**src/rtl/wb_port_arbiter_pkg.sv**
```systemverilog
`default_nettype none
// ============================================================================
// Module      : wb_port_arbiter_pkg
// Description : Shared widths, source identifiers and state encoding for the
//               register-file write-port arbiter.
// Revision    : 1.0 - initial release
// ============================================================================
package wb_port_arbiter_pkg;

    // Default result word and register index widths
    localparam int unsigned c_data_w = 32;
    localparam int unsigned c_addr_w = 5;

    // Source identifiers, also used as the mux select and the wb_src value
    localparam logic [0:0] c_src_alu = 1'b0;
    localparam logic [0:0] c_src_mem = 1'b1;

    // Output-register state; the state bit is exactly wb_valid
    localparam logic [0:0] c_st_empty = 1'b0;
    localparam logic [0:0] c_st_full  = 1'b1;

endpackage : wb_port_arbiter_pkg
`default_nettype wire

```
**src/rtl/wb_port_arbiter_move_mux.sv**
```systemverilog
`default_nettype none
// ============================================================================
// Module      : move_mux
// Description : 2:1 data-select mux; select = 0 passes inp0, 1 passes inp1.
// Revision    : 1.0 - initial release
// ============================================================================
module move_mux
    import wb_port_arbiter_pkg::*;
#(
    parameter int unsigned WIDTH = c_data_w
) (
    input  logic [WIDTH-1:0] inp0,
    input  logic [WIDTH-1:0] inp1,
    input  logic             select,
    output logic [WIDTH-1:0] outp
);

    // Pure combinational select between the two operands
    always_comb begin
        outp = (select == c_src_mem) ? inp1 : inp0;
    end

endmodule : move_mux
`default_nettype wire

```
**src/rtl/wb_port_arbiter.sv**
```systemverilog
`default_nettype none
// ============================================================================
// Module      : wb_port_arbiter
// Description : Round-robin arbiter sharing the register-file write port
//               between the ALU result path (source 0) and the memory-load
//               path (source 1), with a one-entry registered output stage.
// Revision    : 1.0 - initial release
// ============================================================================
module wb_port_arbiter
    import wb_port_arbiter_pkg::*;
#(
    parameter int unsigned DATA_W = c_data_w,
    parameter int unsigned ADDR_W = c_addr_w
) (
    input  logic              clk,
    input  logic              reset,
    // Source 0: ALU result
    input  logic              s0_valid,
    output logic              s0_ready,
    input  logic [DATA_W-1:0] s0_data,
    input  logic [ADDR_W-1:0] s0_rd,
    // Source 1: memory load
    input  logic              s1_valid,
    output logic              s1_ready,
    input  logic [DATA_W-1:0] s1_data,
    input  logic [ADDR_W-1:0] s1_rd,
    // Register-file write port
    output logic              wb_valid,
    input  logic              wb_ready,
    output logic [ADDR_W-1:0] wb_addr,
    output logic [DATA_W-1:0] wb_data,
    output logic              wb_src
);

    logic [0:0]        r_state;
    logic              r_last;
    logic [ADDR_W-1:0] r_wb_addr;
    logic [DATA_W-1:0] r_wb_data;
    logic              r_wb_src;

    logic              w_can_accept;
    logic              w_any_valid;
    logic              w_winner;
    logic              w_grant;
    logic              w_store;
    logic [ADDR_W-1:0] w_rd;
    logic [DATA_W-1:0] w_mux_data;

    // Pick the winner: the non-last source on contention, else whoever is valid
    always_comb begin
        w_any_valid  = s0_valid | s1_valid;
        w_can_accept = (r_state == c_st_empty) | wb_ready;
        if (s0_valid && s1_valid) begin
            w_winner = ~r_last;
        end else if (s1_valid) begin
            w_winner = c_src_mem;
        end else begin
            w_winner = c_src_alu;
        end
        w_grant  = w_can_accept & w_any_valid;
        s0_ready = w_grant & (w_winner == c_src_alu);
        s1_ready = w_grant & (w_winner == c_src_mem);
        w_rd     = (w_winner == c_src_mem) ? s1_rd : s0_rd;
        // Writes to register 0 are acknowledged but never stored
        w_store  = w_grant & (w_rd != '0);
    end

    move_mux #(
        .WIDTH (DATA_W)
    ) u_move_mux (
        .inp0   (s0_data),
        .inp1   (s1_data),
        .select (w_winner),
        .outp   (w_mux_data)
    );

    // Output register, state and round-robin pointer
    always_ff @(posedge clk) begin
        if (reset) begin
            r_state   <= c_st_empty;
            r_last    <= c_src_mem;
            r_wb_addr <= '0;
            r_wb_data <= '0;
            r_wb_src  <= c_src_alu;
        end else begin
            if (w_grant) begin
                r_last <= w_winner;
            end
            if (w_store) begin
                // Covers both the empty fill and the back-to-back replace
                r_state   <= c_st_full;
                r_wb_addr <= w_rd;
                r_wb_data <= w_mux_data;
                r_wb_src  <= w_winner;
            end else if ((r_state == c_st_full) && wb_ready) begin
                r_state <= c_st_empty;
            end
        end
    end

    assign wb_valid = (r_state == c_st_full);
    assign wb_addr  = r_wb_addr;
    assign wb_data  = r_wb_data;
    assign wb_src   = r_wb_src;

endmodule : wb_port_arbiter
`default_nettype wire

```
**config.mk**
```make
export PLATFORM = sky130hd
export DESIGN_NAME = wb_port_arbiter
export DESIGN_NICKNAME = d
export VERILOG_FILES = /design/src/rtl/wb_port_arbiter_pkg.sv /design/src/rtl/wb_port_arbiter_move_mux.sv /design/src/rtl/wb_port_arbiter.sv
export SDC_FILE = /design/constraint.sdc
export NUM_CORES = 1
export LEC_CHECK = 0
export ABC_AREA = 1
export CAP_MARGIN = 15
export CORE_ASPECT_RATIO = 1.5
export CORE_MARGIN = 2
export CORE_UTILIZATION = 40
export DETAILED_ROUTE_END_ITERATION = 7
export HOLD_SLACK_MARGIN = 0.03
export PLACE_DENSITY = 0.78
export RECOVER_POWER = 100
export SETUP_SLACK_MARGIN = 0.3
export SLEW_MARGIN = 20
export SYNTH_ARGS = -nofsm -noshare
export SYNTH_HDL_FRONTEND = slang
export SYNTH_SLANG_ARGS = --single-unit
```
**constraint.sdc**
```tcl
create_clock -name clk -period 3.82 [get_ports clk]
set_input_delay 0.955 -clock clk [delete_from_list [all_inputs] [get_ports clk]]
set_output_delay 0.955 -clock clk [all_outputs]
set_load 0.02 [all_outputs]
```
==> impl_metrics.yaml, run 1 <==
grt:
  gr-usage-all-layers: 0.214
  antenna_found_initial: 0
  grt_start_max_net_pins: 37
  globalRouteOverflowTotal: 0
  via_count_of_the_first_global_routing_pass: 2455
  first_pass_grt_wire_length_um: 10900
drt:
  number_of_remaining_drc_errors: 0
  vias_per_cell: 4.57
  wl_per_cell_um: 11.4
  drt_first_iter_violations: 154
  firstDrtPassIters: 4
  drtAntennaViolNets: 0
  dr_total_vias: 2580
  route.final.wire_length_um: 6430
final_layout:
  diodes: 0
  final.fill_count: 589
  num-nets-final: 571
  area_growth_syn_to_layout_pct: 51.6
  layout-drive-gt1-share: 0.0609
die:
  initial_utilization: 0.409
  dieWidth_um: 66.3
  floorplan.core_area_sq_um: 5700
  std_cell_rows: 34
  die_h_um: 97.5
  die_area_sq_um: 6470
  boundaryPins: 120
synth:
  synthesis.instances: 381
  synthMuxAreaShare: 0
  ys_types: 21
  cell_taking_the_most_area_after_synthesis: "sky130_fd_sc_hd__dfxtp_1"
  synth_fp_nets: 460
  synth_compound_gate_area_share: 0.0247
  synth_area_leaders: "sky130_fd_sc_hd__dfxtp_1 34%, sky130_fd_sc_hd__nand2_1 23%, sky130_fd_sc_hd__nand3_1 8.2%"
  post_synth.cell_area_avg_sq_um: 6.12
  combined_area_of_all_synthesized_cells_sq_um: 2330
  synth_top_cell_area_share: 0.344
  ys_ff_latch: 40
  synth_simple_gate_area_share: 0.497
  yosys_warnings: 0
  synth_seq_area_share: 0.344
  synthAdderAreaFrac: 0
  combinational_family_with_the_most_area_after_synthesis: "simple AND/OR/NAND/NOR gates"
  post_synth_xor_area_fraction: 0
clock_tree:
  clock_insertion_delay_worst_skew_ns: 0.29
  cts-root-buf: "sky130_fd_sc_hd__clkbuf_8"
  cts_setup_buffers: 0
  ctsLongestPathBuffers: 2
  htree_levels: 2
  tritoncts: "done"
  clock_sinks: 40
  clock_buffers_created_by_tritoncts: 5
  clkTransAtPathRegs_ns: 0.07
  cts_hold_buffers: 0
critical_path:
  cp_max_fo: 18
  start_kind: "primary input"
  worst-r2r-setup-slack_ns: 1.34
  r2r_end: "wb_data[17]"
  worst-setup-path-type: "in -> out"
  slowest_stage_cell_crit_path: "sky130_fd_sc_hd__dlygate4sd3_1"
  worstPathCellList: "clkdlybuf4s50_1 > nand2_2 > nand2_4 > nor2_1 > dlygate4sd3_1"
  r2r_start: "r_last"
  max_stage_delay_ns: 0.68
  setup.worst_path.end_class: "output port"
  worst-r2r-cell-count: 10
  critical_path_arrival_ns: 2.53
  worst-endpoint-required_ns: 2.86
timing:
  setup_repair_after_global_routing_missed_its_margin: "no"
  fin_tns_setup_ns: 0
  fin_crit_sh: 0.913
  fin_crit_ns: 3.49
  hold_slack_ns: 0.466
  tightest_slew_ns: 0.654
  maxSlewViolCount: 0
  hold_viol_final: 0
  final-setup-viol-count: 0
  timing.slew.headroom: 0.563
  maxClockFrequency_mhz: 287
  fin_ws_ns: 0.334
  finalClockSkew_ns: 0.00649
pwr:
  report.power.total_mw: 1.18
  power.ir.vdd_worst_uv: 189
  static-leakage-power_nw: 1.91
  cellPowerDensity_nw_per_um2: 334
placement:
  place_ws_ns: 0.218
  buffer_ports.inserted: 119
  dp_hpwl_um: 4740
  gp_congestion: 0.817
run:
  max_cap_violations: 0
outcome:
  outcome: "complete, no violations"
worst_hold_path:
  min_from: "wb_addr[1]"
  timing.hold.worst.class: "reg -> reg"
  holdPathStages: 2
  hold_ep: "wb_addr[1]"
[how the worst max path moves through the flow]
stage               cells past startpoint  slack, ns     start           to
finish                                  5       0.33  s0_valid     s1_ready
detailed placement                      6       0.22  s0_valid     s0_ready
global route                           11       0.23  s0_valid  wb_data[21]
global placement                        6       0.28  s0_valid     s0_ready
CTS                                     4       0.33  s1_valid     s1_ready
floorplan                               6       1.00  s0_valid     s0_ready
[cells by family after synthesis]
group / Yosys count
simple gates: 265
buf+inv: 68
flops: 40
compound gates: 8
[routing by layer]
metal / global-route usage / share of wire / vias to the layer above
li1: - / - / 1359
met1: 0.228 / 0.37 / 1127
met2: 0.385 / 0.54 / 77
met3: 0.0475 / 0.048 / 17
met4: 0.100 / 0.040 / 0
met5: 0 / 0 / -
[stage by stage]
step,cell area [sq um],utilization,cells
floorplan,2330,-,381
global placement,3510,0.617,557
detailed placement,3510,0.617,557
CTS,3610,0.633,565
global route,3530,0.620,565
finish,3530,0.620,565
[worst max-delay path: cells and delay by family]
family / cells / cell delay (ns)
buf+inv: 2 / 1.14
simple gates: 3 / 0.43
[synthesized netlist by cell type]
cell type	count
sky130_fd_sc_hd__a21oi_1	4
sky130_fd_sc_hd__buf_2	3
sky130_fd_sc_hd__buf_6	7
sky130_fd_sc_hd__clkbuf_1	9
sky130_fd_sc_hd__clkinv_1	3
sky130_fd_sc_hd__dfxtp_1	40
sky130_fd_sc_hd__inv_1	45
sky130_fd_sc_hd__inv_4	1
sky130_fd_sc_hd__nand2_1	142
sky130_fd_sc_hd__nand2_2	7
sky130_fd_sc_hd__nand2_4	1
sky130_fd_sc_hd__nand3_1	38
sky130_fd_sc_hd__nand3_2	1
sky130_fd_sc_hd__nand3b_1	2
sky130_fd_sc_hd__nor2_1	43
sky130_fd_sc_hd__nor2_2	30
sky130_fd_sc_hd__o21ai_0	1
sky130_fd_sc_hd__o21ai_1	1
sky130_fd_sc_hd__o21ai_2	1
sky130_fd_sc_hd__o21bai_4	1
sky130_fd_sc_hd__or2_2	1
[cells in the final DEF (no fill, tap or decap), drive strengths merged]
cell,n
a21oi,4
buf,4
clkbuf,6
clkdlybuf4s50,77
clkinv,5
dfxtp,40
dlygate4sd2,1
dlygate4sd3,40
dlymetal6s2s,1
inv,46
nand2,150
nand3,39
nand3b,2
nor2,73
o21ai,3
o21bai,1
or2,1
[power by group]
group | internal [mW] | switching [mW] | total, mW | leakage [nW]
Combinational | 0.195 | 0.212 | 0.407 | 1.53
Sequential | 0.461 | 0.0224 | 0.483 | 0.333
Clock | 0.144 | 0.146 | 0.290 | 0.0510
[area by class of cell]
class                      instances  area (sq um)  share of cell area
inverter                          49           186              0.0527
multi-input combinational        273          1140               0.323
clock buffer                       6          82.6              0.0234
tap                               72          90.1              0.0255
sequential                        40           801               0.227
clock inverter                     2          10.0             0.00283
timing repair buffer             123          1220               0.346
[flip-flops by register name, indices dropped and copies added (netlist names)]
name	count
r_last	1
wb_valid	1
wb_addr	5
wb_data	32
wb_src	1
[what timing repair did]
item | CTS | global route
pin swaps | 0 | 0
cloned | 0 | 0
endpoints found under the setup margin | 1 | 1
resized for setup | 1 | 1
No activity file was read; power rests on OpenSTA's default activity.
==> inputs of run 2 (changes only) <==
==> constraint.sdc (replaced) <==
create_clock -name clk -period 3.3 [get_ports clk]
set_input_delay 0.825 -clock clk [delete_from_list [all_inputs] [get_ports clk]]
set_output_delay 0.825 -clock clk [all_outputs]
set_load 0.02 [all_outputs]
==> run 2 against run 1 <==
Against the previous run: sequential power grew 16%; worst setup slack lost 0.011 ns; register-to-register slack lost 0.31 ns; first-iteration DRC count shrank 33%; hold slack gained 0.0099 ns; global-route usage shrank 0.39 points; flip-flop and latch count is the same; sequential share of layout area shrank 0.25 points; critical path depth grew 7; via count grew 0.47%; largest cell class unchanged; highest routed layer unchanged.
==> impl_metrics.yaml, run 2 (synthesis gave the netlist of run 1 again) <==
outcome:
  outcome: "complete, no violations"
placement:
  placedCellCount: 559
  buffer_ports.inserted: 119
  placed_area_sq_um: 3540
  gp_congestion: 0.818
  place_ws_ns: 0.114
  dp_hpwl_um: 4770
timing:
  fin_ws_ns: 0.323
  finalClockSkew_ns: 0.00611
  fin_crit_sh: 0.902
  maxClockFrequency_mhz: 336
  timing.slew.headroom: 0.699
  fin_crit_ns: 2.98
  hold_slack_ns: 0.476
  hold_viol_final: 0
  maxSlewViolCount: 0
  setup_repair_after_global_routing_missed_its_margin: "no"
  tightest_slew_ns: 0.451
  final-setup-viol-count: 0
  fin_tns_setup_ns: 0
drt:
  vias_per_cell: 4.58
  dr_total_vias: 2592
  firstDrtPassIters: 4
  drt_first_iter_violations: 103
  number_of_remaining_drc_errors: 0
  route.final.wire_length_um: 6440
  drtAntennaViolNets: 0
  wl_per_cell_um: 11.4
clock_tree:
  ctsLongestPathBuffers: 2
  clkTransAtPathRegs_ns: 0.07
  htree_levels: 2
  tritoncts: "done"
  clock_sinks: 40
  clock_insertion_delay_worst_skew_ns: 0.28
  cts-root-buf: "sky130_fd_sc_hd__clkbuf_8"
  clock_buffers_created_by_tritoncts: 5
  cts_hold_buffers: 0
  cts_setup_buffers: 0
final_layout:
  finalNonFillerCells: 566
  mostFrequentLayoutCell: "sky130_fd_sc_hd__nand2_1"
  diodes: 0
  layout.cell_area.non_filler_sq_um: 3570
  layout_common_cells: "144 x sky130_fd_sc_hd__nand2_1, 77 x sky130_fd_sc_hd__clkdlybuf4s50_1, 55 x sky130_fd_sc_hd__nor2_1"
  largest_register_ff_count: 32
  layout-drive-gt1-share: 0.0810
  area_of_the_multi_input_gates_sq_um: 1180
  final.fill_count: 581
  area_growth_syn_to_layout_pct: 53.3
  utilization: 0.627
  seqCellArea_sq_um: 801
  num-nets-final: 573
run:
  max_cap_violations: 0
die:
  dieWidth_um: 66.3
  die_h_um: 97.5
  initial_utilization: 0.409
  boundaryPins: 120
  floorplan.core_area_sq_um: 5700
  std_cell_rows: 34
  die_area_sq_um: 6470
grt:
  globalRouteOverflowTotal: 0
  first_pass_grt_wire_length_um: 10800
  antenna_found_initial: 0
  gr-usage-all-layers: 0.210
  via_count_of_the_first_global_routing_pass: 2469
  grt_start_max_net_pins: 40
critical_path:
  cp_max_fo: 39
  setup.worst_path.end_class: "register"
  start_kind: "primary input"
  worst-endpoint-required_ns: 3.48
  critical_path_arrival_ns: 3.16
  worst-setup-path-type: "in -> reg"
worst_hold_path:
  timing.hold.worst.class: "reg -> reg"
pwr:
  power.ir.vdd_worst_uv: 222
  static-leakage-power_nw: 1.90
  cellPowerDensity_nw_per_um2: 377
  report.power.total_mw: 1.35
[run 2: where the power goes]
group / internal, mW / switching [mW]
sequential: 0.534 / 0.0271
clock: 0.144 / 0.160
combinational: 0.232 / 0.251
total: 0.910 / 0.438
[run 2: worst max-delay path: stages]
cell                              delay [ns]
sky130_fd_sc_hd__clkdlybuf4s50_1        0.49
sky130_fd_sc_hd__nand2_1                0.13
sky130_fd_sc_hd__nand2_1                0.15
sky130_fd_sc_hd__buf_6                  0.30
sky130_fd_sc_hd__o21ai_0                0.18
sky130_fd_sc_hd__nand2_2                0.12
sky130_fd_sc_hd__inv_1                  0.05
sky130_fd_sc_hd__nand2_2                0.26
sky130_fd_sc_hd__clkbuf_1               0.35
sky130_fd_sc_hd__nand3_1                0.13
sky130_fd_sc_hd__nand2_1                0.10
sky130_fd_sc_hd__nor2_1                 0.04
[run 2: layer usage]
| layer | global-route usage | vias up | part of all wire | wire length [um] |
|---|---|---|---|---|
| li1 | - | 1363 | - | - |
| met1 | 0.214 | 1127 | 0.37 | 2370 |
| met2 | 0.381 | 80 | 0.53 | 3410 |
| met3 | 0.0498 | 22 | 0.056 | 358 |
| met4 | 0.108 | 0 | 0.048 | 309 |
| met5 | 0 | - | 0 | 0 |
[run 2: repair_timing]
action	CTS	global route
pin swaps	0	0
endpoints found under the setup margin	2	2
resized for setup	3	1
gates cloned	0	0
[run 2: cell type report]
| type | count | share of cell area |
|---|---|---|
| clock buffer | 6 | 0.0203 |
| tap | 72 | 0.0252 |
| clock inverter | 1 | 0.00140 |
| inverter | 49 | 0.0522 |
| multi-input combinational | 273 | 0.329 |
| sequential | 40 | 0.224 |
| timing repair buffer | 125 | 0.348 |
[run 2: path summary, 6_finish.rpt]
check / startpoint / endpoint / slack, ns / cells after the start
setup / recovery: s0_valid / wb_data[8] / 0.32 / 12
hold / removal: wb_addr[1] / wb_addr[1] / 0.48 / 2
setup reg to reg: r_last / wb_data[8] / 1.03 / 11
hold reg to reg: wb_addr[1] / wb_addr[1] / 0.48 / 2
==> inputs of run 3 (changes only) <==
==> constraint.sdc (replaced) <==
create_clock -name clk -period 3.02 [get_ports clk]
set_input_delay 0.755 -clock clk [delete_from_list [all_inputs] [get_ports clk]]
set_output_delay 0.755 -clock clk [all_outputs]
set_load 0.05 [all_outputs]
==> run 3 against run 2 <==
Against the previous run: critical endpoint is now s1_ready; core utilization up 1.4 points; cell count up 0.18%; largest cell class unchanged; largest power group is now combinational cells; wire length up 0.29%; combinational power up 39%.
==> impl_metrics.yaml, run 3 (synthesis gave the netlist of run 1 again) <==
outcome:
  outcome: "complete, no violations"
grt:
  via_count_of_the_first_global_routing_pass: 2432
  antenna_found_initial: 0
  grt_start_max_net_pins: 37
  first_pass_grt_wire_length_um: 10800
  gr-usage-all-layers: 0.213
  globalRouteOverflowTotal: 0
final_layout:
  num-nets-final: 573
  layout.cell_area.non_filler_sq_um: 3650
  mostFrequentLayoutCell: "sky130_fd_sc_hd__nand2_1"
  finalNonFillerCells: 567
  seqCellArea_sq_um: 801
  diodes: 0
  layout_common_cells: "142 x sky130_fd_sc_hd__nand2_1, 76 x sky130_fd_sc_hd__clkdlybuf4s50_1, 45 x sky130_fd_sc_hd__inv_1"
  largest_register_ff_count: 32
  area_growth_syn_to_layout_pct: 56.8
  area_of_the_multi_input_gates_sq_um: 1240
  final.fill_count: 555
  layout-drive-gt1-share: 0.115
drt:
  vias_per_cell: 4.55
  dr_total_vias: 2579
  route.final.wire_length_um: 6460
  number_of_remaining_drc_errors: 0
  drtAntennaViolNets: 0
  wl_per_cell_um: 11.4
  met1_length_um: 2420
  routed-wl-met2_um: 3350
  maxUsedRoutingLayer: "met4"
  drt_first_iter_violations: 124
  firstDrtPassIters: 4
  met3WireLength_um: 305
placement:
  dp_hpwl_um: 4670
  placedCellCount: 558
  buffer_ports.inserted: 119
  placed_area_sq_um: 3540
  place_ws_ns: 0.133
  gp_congestion: 0.811
clock_tree:
  post_cts_resized: 4
  cts_hold_buffers: 0
  clock_buffers_created_by_tritoncts: 5
  htree_levels: 2
  clkTransAtPathRegs_ns: 0.07
  cts-root-buf: "sky130_fd_sc_hd__clkbuf_8"
  clock_insertion_delay_worst_skew_ns: 0.29
  tritoncts: "done"
  clock_sinks: 40
  cts_setup_buffers: 0
  ctsLongestPathBuffers: 2
timing:
  maxSlewViolCount: 0
  timing.slew.headroom: 0.567
  fin_ws_ns: 0.386
  setup_repair_after_global_routing_missed_its_margin: "no"
  fin_crit_ns: 2.63
  hold_viol_final: 0
  final-setup-viol-count: 0
  finalClockSkew_ns: 0.00308
  fin_crit_sh: 0.872
  tightest_slew_ns: 0.647
  maxClockFrequency_mhz: 380
  fin_tns_setup_ns: 0
pwr:
  power_frac_seq: 0.372
  power.ir.vdd_worst_uv: 334
  static-leakage-power_nw: 1.92
  internal_power_consumption_mw: 1.03
  p_sw_mw: 0.622
  cellPowerDensity_nw_per_um2: 453
  power.share.clock: 0.220
  power.switching_fraction: 0.376
  power_frac_comb: 0.408
die:
  die_h_um: 97.5
  die_area_sq_um: 6470
  boundaryPins: 120
  initial_utilization: 0.409
  std_cell_rows: 34
  dieWidth_um: 66.3
  floorplan.core_area_sq_um: 5700
critical_path:
  start_kind: "primary input"
  max_stage_delay_ns: 0.52
  worst-endpoint-required_ns: 2.26
  critical_path_arrival_ns: 1.88
  worst-setup-path-type: "in -> out"
  slowest_stage_cell_crit_path: "sky130_fd_sc_hd__dlygate4sd2_1"
  cp_max_fo: 7
  worstPathCellList: "dlygate4sd2_1 > o21ai_2 > nor2_1 > buf_12"
  setup.worst_path.end_class: "output port"
run:
  max_cap_violations: 0
worst_hold_path:
  timing.hold.worst.class: "reg -> reg"
==> run 3: cell types whose count changed in the layout (fill, tap and decap cells not counted), sizes merged <==
cell           delta
dlygate4sd2       -1
nand2             +1
clkdlybuf4s50     -1
clkinv            -1
buf               +3
==> run 3: layout make-up <==
| type | count | share of cell area |
|---|---|---|
| Tap cell | 72 | 0.0246 |
| Sequential cell | 40 | 0.219 |
| Timing Repair Buffer | 124 | 0.341 |
| Clock buffer | 8 | 0.0246 |
| Multi-Input combinational cell | 274 | 0.340 |
| Inverter | 49 | 0.0510 |
==> run 3: power groups by stage <==
| stage | Combinational, mW | Clock [mW] | Sequential, mW |
|---|---|---|---|
| after floorplan | 0.248 | 0 | 0.817 |
| after global placement | 0.686 | 0 | 0.629 |
| after detailed placement | 0.692 | 0 | 0.630 |
| after CTS | 0.699 | 0.376 | 0.620 |
| after global routing | 0.733 | 0.394 | 0.623 |
| final | 0.675 | 0.364 | 0.616 |
==> run 3: stage by stage <==
step / util / hold slack (ns) / power, mW
after floorplan: - / 0.456 / 1.06
after global placement: 0.622 / 0.451 / 1.32
after detailed placement: 0.622 / 0.453 / 1.32
after CTS: 0.642 / 0.465 / 1.69
after global routing: 0.641 / 0.493 / 1.75
final: 0.641 / 0.458 / 1.65
==> run 3: worst paths after layout <==
path | slack [ns] | from | cells past startpoint | endpoint
max | 0.39 | s1_valid | 4 | s1_ready
min | 0.46 | wb_addr[1] | 2 | wb_addr[1]
max reg2reg | 1.04 | r_last | 9 | wb_data[8]
min reg2reg | 0.46 | wb_addr[1] | 2 | wb_addr[1]
==> run 3: worst max-delay path: cells and delay by family <==
| kind | cells | cell delay [ns] |
|---|---|---|
| AND/OR/NAND/NOR | 1 | 0.22 |
| AO/OA/AOI/OAI | 1 | 0.21 |
| buffers and inverters | 2 | 0.69 |
==> run 3: layer usage <==
metal,GRT usage,up-vias
li1,-,1355
met1,0.222,1116
met2,0.379,83
met3,0.0406,25
met4,0.129,0
met5,0,-
==> edit (flow settings as in run 2) <==
Set the package constant `c_data_w` to 48 (it was 32).
--- a/src/rtl/wb_port_arbiter_pkg.sv
+++ b/src/rtl/wb_port_arbiter_pkg.sv
@@ -10,3 +10,3 @@
     // Default result word and register index widths
-    localparam int unsigned c_data_w = 32;
+    localparam int unsigned c_data_w = 48;
     localparam int unsigned c_addr_w = 5;
Ports: changed (resized s0_data, s1_data and wb_data); port bits go from 120 to 168. The function was not compared with the original's and may differ.
==> edit against run 2 <==
Sequential cell count rose by 16; wire length rose by 45%; area after synthesis rose by 33%; power rose by 47%; final area rose by 39%; synthesized cell count rose by 42%; worst setup slack got worse by 0.019 ns; critical path depth fell by 6.
==> edit: results (changes against run 2) <==
- CP peak stage delay: 0.58 ns (+0.09 ns)
- Synth top area cells: dfxtp_1 36%, nand2_1 25%, nor2_1 13%, nand3_1 8.9%, inv_1 7.5%
- Syn_nets: 651 (+42%)
- Ys Warns: 0 (unchanged)
- Post-synth ARST share: 0% (unchanged)
- Status: finished, final reports clean
- 1st-pass router iterations: 5 (+1)
- Worst path slowest cell: dlygate4sd3_1
- HP Class: flip-flop to flip-flop
- Post-synthesis sequential area ratio: 36.09% (+1.7 points)
- Global placer's final weighted congestion: 0.8425 (+3.1%)
- WL per Instance: 11.77 um (+3.3%)
- Root Driver: clkbuf_16
- Total combinational power: 0.674 mW (+39%)
- Reg-to-reg startpoint: r_last
- Area after DPL: 4817 sq um (+36%)
- Slew headroom: 40.00% (-30 points)
- Via count: 3,610 (+39%)
- Largest register FFs: 48 (+50%)
- Total GRT Usage: 21.99% (+0.95 points)
- Post-synthesis cell type count: 18 (-14%)
- Final HPWL DP: 6906 um (+45%)
- Hold Path Origin: wb_data[9]
- Post-CTS sizing: 3 (unchanged)
- Crit-path max FO: 5 (-87%)
- Global-route wire length before repair: 15,390 um (+43%)
- Share of post-route cells with drive strength above 1: 3.030% (-5.1 points)
- 1st-iter DRT viols: 90 (-13%)
- Reg2reg end: wb_data[47]
- Largest net degree at the start of global routing: 55 (+38%)
- H-Tree Depth: 2 (unchanged)
- Most common library cells after synthesis: 211 x nand2_1, 110 x nor2_1, 62 x inv_1
- Leakage power total: 2.696 nW (+42%)
- Worst Hold Endpoint: wb_data[9]
- Number of global-route vias before repair: 3,378 (+37%)
- TritonCTS buffer count: 5 (unchanged)
- Clock tree buffer depth: 2 (unchanged)
- Max VDD drop: 210.8 uV (-4.8%)
- Antenna violations before repair: 0 (unchanged)
- Power per cell area: 397.9 nW/um^2 (+5.4%)
- Reg2reg setup slack: 1.20 ns (+0.17 ns)
- # diodes: 0 (unchanged)
- Reg2Reg Depth: 9 (-2)
- Final nets: 803 (+40%)
- Internal power: 1.371 mW (+51%)
- IO Port Bufs: 167 (+40%)
- Post-CTS setup buffer count: 0 (unchanged)
- Seq pwr share: 39.5% (-2.1 points)
- Clk pin slew, worst setup/hold paths: 0.06 ns
- Setup Skew: 0.004100 ns (-0.002011 ns)
- Worst EP arrival: 2.17 ns (-0.99 ns)
==> edit: layout make-up <==
type	count	area (sq um)
Clock buffer	8	146.4
Fill cell	733	2597
Inverter	64	240.2
Multi-Input combinational cell	390	1580
Sequential cell	56	1121
Tap cell	102	127.6
Timing Repair Buffer	175	1750
==> edit: layer usage <==
layer | routed length [um] | part of all wire, % | vias to the layer above | global-route usage (%)
met5 | 0 | 0 | - | 0
met4 | 160 | 1.7 | 0 | 7.636
met3 | 463 | 4.9 | 12 | 3.160
met2 | 5071 | 54 | 111 | 43.51
met1 | 3659 | 39 | 1585 | 23.33
li1 | - | - | 1902 | -
==> edit: worst max-delay path by stage <==
stage / slack [ns] / cells after the start / startpoint / end
3_3_place_gp: 0.04 / 10 / s0_valid / wb_data[39]
6_report: 0.30 / 6 / s0_valid / s0_ready
2_1_floorplan: 0.86 / 6 / s0_valid / s0_ready
4_1_cts: 0.43 / 6 / s0_valid / s0_ready
3_5_place_dp: -0.05 / 10 / s0_valid / wb_data[47]
5_1_grt: 0.20 / 11 / s0_valid / wb_data[23]
==> edit: worst max-delay path, delay by kind of cell <==
family	cells	cell delay [ns]
simple gates	3	0.35
buf+inv	3	1.00
==> edit: per-stage QoR <==
step	setup TNS, ns	util, %	hold slack, ns	instances	worst slack, ns
floorplan	0	-	0.4557	540	0.8632
global placement	0	63.69	0.4638	786	0.03652
detailed placement	-1.052	63.69	0.4722	786	-0.05447
CTS	0	65.74	0.4857	795	0.4289
global route	0	65.66	0.5036	795	0.2003
finish	0	65.66	0.4786	795	0.3046
==> edit: kinds of logic (layout without fill, tap and decap cells) <==
logic type / after synthesis / in the layout / share of synthesized area (%)
simple gates: 383 / 384 / 49.42
compound gates: 6 / 6 / 1.168
flops: 56 / 56 / 36.09
buf+inv: 95 / 247 / 13.33
